--- config.mk ---
export PLATFORM = sky130hd
export DESIGN_NAME = flux_rr_arbiter
export DESIGN_NICKNAME = d
export VERILOG_FILES = /design/src/rtl/flux_rr_arbiter.sv
export SDC_FILE = /design/constraint.sdc
export NUM_CORES = 1
export LEC_CHECK = 0
export ABC_AREA = 1
export CAP_MARGIN = 5
export CORE_AREA = 2 2 39 41
export CTS_BUF_LIST = sky130_fd_sc_hd__clkbuf_4
export DETAILED_ROUTE_END_ITERATION = 6
export DIE_AREA = 0 0 41 43
export PLACE_DENSITY = 0.79
export SLEW_MARGIN = 20
export SYNTH_ARGS = -nofsm -noshare
export SYNTH_HDL_FRONTEND = slang
export SYNTH_SLANG_ARGS = --single-unit
--- constraint.sdc ---
create_clock -name clk -period 1.9 [get_ports clk]
set_input_delay 0.285 -clock clk [delete_from_list [all_inputs] [get_ports clk]]
set_output_delay 0.285 -clock clk [all_outputs]
set_load 0.01 [all_outputs]
--- src/rtl/flux_rr_arbiter.sv ---
// Burst-limited round-robin tag arbiter for multi-flux tagged actors.
// Optional per-flux fire counters are built when ARB_STATS_EN is defined.
module flux_rr_arbiter #(
  parameter int FLUX = 2,
  parameter int MAX_BURST = 4,
  localparam int TAG_WIDTH = $clog2(FLUX),
  localparam int BCNT_WIDTH = $clog2(MAX_BURST + 1)
) (
  input  logic                 clk,
  input  logic                 rst,
  input  logic [FLUX-1:0]      req,
  input  logic                 fire,
  output logic                 grant_valid,
  output logic [TAG_WIDTH-1:0] grant_tag,
  output logic [FLUX-1:0]      grant_onehot,
  output logic                 rotate,
  input  logic [TAG_WIDTH-1:0] stat_sel,
  input  logic                 stat_clr,
  output logic [15:0]          stat_cnt
);

  logic [TAG_WIDTH-1:0]  ptr;
  logic [TAG_WIDTH-1:0]  last_tag;
  logic                  last_valid;
  logic [BCNT_WIDTH-1:0] burst_cnt;
  logic [BCNT_WIDTH-1:0] n_cnt;
  logic [TAG_WIDTH-1:0]  next_ptr;
  logic                  eff_fire;
  logic                  force_rot;

  always_comb begin
    int idx;
    grant_valid = 1'b0;
    grant_tag   = '0;
    for (int k = 0; k < FLUX; k++) begin
      idx = int'(ptr) + k;
      if (idx >= FLUX) idx = idx - FLUX;
      if (!grant_valid && req[idx]) begin
        grant_valid = 1'b1;
        grant_tag   = TAG_WIDTH'(idx);
      end
    end
  end

  always_comb begin
    grant_onehot = '0;
    for (int i = 0; i < FLUX; i++) begin
      grant_onehot[i] = grant_valid && (grant_tag == TAG_WIDTH'(i));
    end
  end

  assign eff_fire = fire && grant_valid;

  always_comb begin
    if (last_valid && (grant_tag == last_tag)) begin
      n_cnt = burst_cnt + BCNT_WIDTH'(1);
    end else begin
      n_cnt = BCNT_WIDTH'(1);
    end
  end

  assign force_rot = (n_cnt >= BCNT_WIDTH'(MAX_BURST));

  // Wrap explicitly: FLUX need not be a power of two.
  assign next_ptr = (grant_tag == TAG_WIDTH'(FLUX - 1))
                  ? '0 : grant_tag + TAG_WIDTH'(1);

  always_ff @(posedge clk) begin
    if (rst) begin
      ptr        <= '0;
      burst_cnt  <= '0;
      last_tag   <= '0;
      last_valid <= 1'b0;
      rotate     <= 1'b0;
    end else begin
      rotate <= 1'b0;
      if (eff_fire) begin
        if (force_rot) begin
          ptr        <= next_ptr;
          burst_cnt  <= '0;
          last_valid <= 1'b0;
          rotate     <= 1'b1;
        end else begin
          ptr        <= grant_tag;
          burst_cnt  <= n_cnt;
          last_tag   <= grant_tag;
          last_valid <= 1'b1;
        end
      end
    end
  end

`ifdef ARB_STATS_EN
  logic [15:0] cnt_q [FLUX];

  // Clear wins over a same-cycle increment.
  always_ff @(posedge clk) begin
    if (rst || stat_clr) begin
      for (int i = 0; i < FLUX; i++) cnt_q[i] <= '0;
    end else if (eff_fire) begin
      for (int i = 0; i < FLUX; i++) begin
        if (grant_tag == TAG_WIDTH'(i) && cnt_q[i] != 16'hFFFF) begin
          cnt_q[i] <= cnt_q[i] + 16'd1;
        end
      end
    end
  end

  always_comb begin
    stat_cnt = '0;
    for (int i = 0; i < FLUX; i++) begin
      if (stat_sel == TAG_WIDTH'(i)) stat_cnt = cnt_q[i];
    end
  end
`else
  logic unused_stat;
  assign unused_stat = ^{stat_sel, stat_clr};
  assign stat_cnt    = '0;
`endif

endmodule
== Yosys cells after proc, flatten, opt, wreduce, memory -nomap -nowiden ==
Index checks and enable logic that the tools add are counted.

* Flip-flop bits (word level): 7
* Output and inout port bits: 21
* Logic and storage cells: 45

* Bitwise logic cells: 3
* Reductions and logical operators: 8
* Add/subtract/negate cells: 5
* Eq/ne operators: 1
* Magnitude comparators: 5
* Multiplexer cells: 18

{| class="wikitable"
|+ Operators by type and width
! cell !! number
|-
| < comparator 32 x 3 -> 1 bit, second input constant || 2
|-
| 2-to-1 mux 32 bit || 2
|-
| 2-to-1 mux 1 bit || 14
|-
| 2-to-1 mux 3 bit || 2
|-
| logical AND 1 bit || 5
|-
| adder 3 x 1 -> 3 bit, second input constant || 1
|-
| >= comparator 3 bit, second input constant || 1
|-
| inverter 1 bit || 3
|-
| subtractor 1 x 2 -> 3 bit, second input constant || 1
|-
| subtractor 2 x 2 -> 3 bit, second input constant || 1
|-
| adder 1 x 1 -> 2 bit, second input constant || 1
|-
| >= comparator 1 x 2 -> 1 bit, second input constant || 1
|-
| >= comparator 2 bit, second input constant || 1
|-
| AND reduction 2 bit || 1
|-
| OR reduction 2 bit || 1
|-
| adder 1 bit, second input constant || 1
|-
| equality test 1 bit || 1
|-
| zero test 1 bit || 1
|}

== Longest topological paths before layout ==
* Depth after elaboration: 15
* Depth in mapped cells: 9

== Worst setup path before layout ==
Ideal clock, no wire load.

* Kind: flip-flop to flip-flop
* From: register burst_cnt[0]
* To: register last_valid
* Path slack: 687 ps
* Stages on the path, launching flop included: 9
* Path buffers: 0
* Arrival: 1104 ps
* Cells stage by stage: dfxtp_1 ha_1 inv_1 nand2_1 nand2_1 nand4_2 or2_1 nand2_1 inv_1

* Longest elaborated chain between the ends: 4

{| class="wikitable"
|+ Ends and longest elaborated chain
! element !! line !! text
|-
| from (decl) || 25 || <nowiki>logic [BCNT_WIDTH-1:0] burst_cnt;</nowiki>
|-
| from (signal assigned) || 85 || <nowiki>burst_cnt <= n_cnt;</nowiki>
|-
| adder 3 x 1 -> 3 bit || 56 || <nowiki>n_cnt = burst_cnt + BCNT_WIDTH'(1);</nowiki>
|-
| 2-to-1 mux 3 bit || 55 || <nowiki>if (last_valid && (grant_tag == last_tag)) begin</nowiki>
|-
| >= comparator 3 bit || 62 || <nowiki>assign force_rot = (n_cnt >= BCNT_WIDTH'(MAX_BURST));</nowiki>
|-
| 2-to-1 mux 1 bit || 78 || <nowiki>if (force_rot) begin</nowiki>
|-
| to (signal assigned) || 73 || <nowiki>last_valid <= 1'b0;</nowiki>
|-
| to (signal assigned) || 81 || <nowiki>last_valid <= 1'b0;</nowiki>
|-
| to (signal assigned) || 87 || <nowiki>last_valid <= 1'b1;</nowiki>
|-
| to (decl) || 24 || <nowiki>logic last_valid;</nowiki>
|}

Every way passes these cells.
A chain may end at the register's enable or synchronous reset.

== Worst setup path in the final report ==
* From: input port req[0]
* To: output port grant_valid

* Longest elaborated chain between the ends: 7
* Elaborated cells between the ends (all ways): 10

{| class="wikitable"
|+ Ends and longest elaborated chain
! element !! line !! text
|-
| from (decl) || 11 || <nowiki>input logic [FLUX-1:0] req,</nowiki>
|-
| 2-to-1 mux 1 bit (not written as such) (3 in a row) || 38 || <nowiki>if (!grant_valid && req[idx]) begin</nowiki>
|-
| 2-to-1 mux 1 bit || 38 ||
|-
| zero test 1 bit || 38 ||
|-
| logical AND 1 bit || 38 ||
|-
| 2-to-1 mux 1 bit * || 38 ||
|-
| to (decl) || 13 || <nowiki>output logic grant_valid,</nowiki>
|}

Mark *: on every way between the ends. The rest lies on a longest branch, timed or not. The select of a mux whose other input is x is not followed.

==> impl_metrics.toml <==
[detailed_routing]
wl_um = 925
wl_met2_um = 465
vias = 432
wl_met3_um = 65
dr.pass1.iters = 4
vias_per_cell = 4.19
wl_per_cell_um = 8.98
wl_met1_um = 373
drtAntennaViolNets = 0
route.detailed.drc = 0
routed.top_layer = "met4"
drtIter0Drc = 6

[clocking]
clk_path_buf_depth = 2
clkSinkCount = 7
clk_pin_slew_ps = 50
clk_latency_ps = 250
cts_tree = "yes"
cts_buffers = 3
htreeDepth = 1
cts_root_buf = "clkbuf_4"

[job]
max_cap_violations = 0

[outcome]
outcome = "finished, final reports clean"

[grt]
grt_max_degree = 8
grt_pass1_wl_um = 1480
grt_pass1_vias = 375
grt_usage = 0.120
antenna_found_initial = 0
grt-ovfl-total = 0

[critical_path]
reg2reg_setup_slack_ps = 550
rr_worst_depth = 8
regToRegEndpoint = "last_valid"
required_ps = 1620
worst-path-max-fanout = 3
critPathLaunch = "req[0]"
setup.worst_path.end_class = "primary output"
crit_type = "in -> out"
reg2reg_from = "burst_cnt[0]"
start_kind = "input pin"
arrival_ps = 1520

[die]
core_area_mm2 = 0.00138
pin_count = 28
die_h_um = 43
rows = 14
die_area_mm2 = 0.00176
start_util = 0.367
die_x_um = 41

[timing]
fmax_ghz = 0.553
fin_setup_tns_ps = 0
rsz0062_at_grt = "false"
setup_viol = 0
final-hold-violation-count = 0
min_period_ps = 1810
fin_ws_ps = 91.0
hold_slack_ps = 468
slew_viol_final = 0
clock_skew_ps = 5.44
finalCritPeriodShare = 0.952

[synthesis]
synth_top_family_by_area = "buffers and inverters"
synthFlopType = "dfxtp_1"
synth_adder_area_share = 0.0246
synth_area_um2 = 508
synthXorXnorAreaFrac = 0
synthArstFlopShare = 0
synth_edf_count = 0
synth_seq_cells = 7
synth_compound_area_frac = 0.0616
seq_area_frac_synth = 0.276
syn_area_per_cell_um2 = 7.06
synth-simple-area-share = 0.313
syn_inst = 72
synth.area.mux_share = 0
synth_warnings = 0
yosys.cell_types.count = 20

[worst_hold_path]
hp-start = "burst_cnt[2]"
hold_class = "reg -> reg"
hold_path_end = "burst_cnt[2]"
worstHoldPathCells = 2

[pwr]
leakage_nw = 0.343
peakVddDrop_uv = 502
p_per_area_mw_per_mm2 = 636

[placed_design]
place_area_um2 = 577
hpwl_um = 774
post-place-ws_ps = -41.2
gp_routability_congestion = 0.819
place_inst = 99
io_buffers = 9

[layout]
fin_area_um2 = 611
drive_above_1_share = 0.184
insertedDiodeCount = 0
syn2layout_area_growth_pct = 20.2
final_cells = 103
finalNetCount = 96
-- metal layers --
layer | vias to the layer above | global-route usage
met5 | - | 0
met4 | 0 | 0.0667
met3 | 2 | 0.0209
met2 | 20 | 0.178
met1 | 188 | 0.156
li1 | 222 | -
-- state kept, by name, summed over array words and instances, names as in the netlist --
name and cells:
rotate 1, burst_cnt 3, last_tag 1, ptr 1, last_valid 1
-- synth_stat cells, types with 2 or more instances --
| library cell | count | area [µm²] |
|---|---|---|
| buf_4 | 16 | 120 |
| nand2_2 | 3 | 18.8 |
| nand2_1 | 11 | 41.3 |
| nand3_1 | 2 | 10.0 |
| dfxtp_1 | 7 | 140 |
| nor2_1 | 6 | 22.5 |
| inv_1 | 9 | 33.8 |
| inv_2 | 2 | 7.51 |
| a21oi_1 | 4 | 20.0 |
| nand4_1 | 2 | 12.5 |
-- where the power goes --
part / switching, W / total, W / internal (W)
Sequential: 0.00000570 / 0.000158 / 0.000153
Combinational: 0.0000470 / 0.0000793 / 0.0000324
Clock: 0.0000563 / 0.000151 / 0.0000945
Total: 0.000109 / 0.000388 / 0.000279
-- cell families after synthesis --
group                    count (synthesis)
AND/OR/NAND/NOR                         30
buffers and inverters                   27
flip-flops                               7
AO/OA/AOI/OAI                            6
adder cells (fa/ha/maj)                  1
other                                    1
-- critical path, cell delays in order --
cell             delay (ps)
clkdlybuf4s50_1         460
or2_4                   290
clkdlybuf4s50_1         490
-- stage by stage --
stage	util	total power [W]
CTS	0.438	0.000393
floorplan	-	0.000230
detailed placement	0.417	0.000242
global placement	0.417	0.000239
global route	0.441	0.000410
finish	0.441	0.000388
-- layout by cell type (no fill, tap or decap) --
master / count
nor3_1: 1
inv_2: 2
buf_4: 3
a21oi_1: 4
clkdlybuf4s50_1: 6
o21ai_0: 1
nand3_1: 2
inv_1: 9
or2_1: 1
nand2_4: 1
clkbuf_4: 4
nand3_2: 1
dlygate4sd2_1: 1
dfxtp_1: 7
nor2_1: 6
nand2_2: 3
dlymetal6s2s_1: 2
nand4_1: 2
conb_1: 16
a31oi_1: 1
nand2_1: 11
or2_4: 1
ha_1: 1
nand4_2: 1
-- layout make-up --
| type | instances | area (µm²) |
|---|---|---|
| clock buffer | 4 | 30.0 |
| fill | 157 | 773 |
| inverter | 11 | 41.3 |
| multi-input combinational | 53 | 263 |
| sequential | 7 | 140 |
| tap | 16 | 20.0 |
| timing repair buffer | 12 | 116 |
-- repair_timing --
action	in CTS	in global routing
gates resized for setup	1	2
setup buffers	0	0
setup endpoints to repair	1	2
hold buffers	0	0
-- worst max-delay path by stage --
stage                 endpoint  slack [ps]  depth (start not counted)
6_report           grant_valid          90                          3
5_1_grt            grant_valid          50                          3
4_1_cts              grant_tag          20                          4
3_5_place_dp   grant_onehot[0]         -40                          6
3_3_place_gp   grant_onehot[0]         -20                          6
2_1_floorplan       last_valid         690                          8
Note: power is estimated with default switching activity, not from simulation.
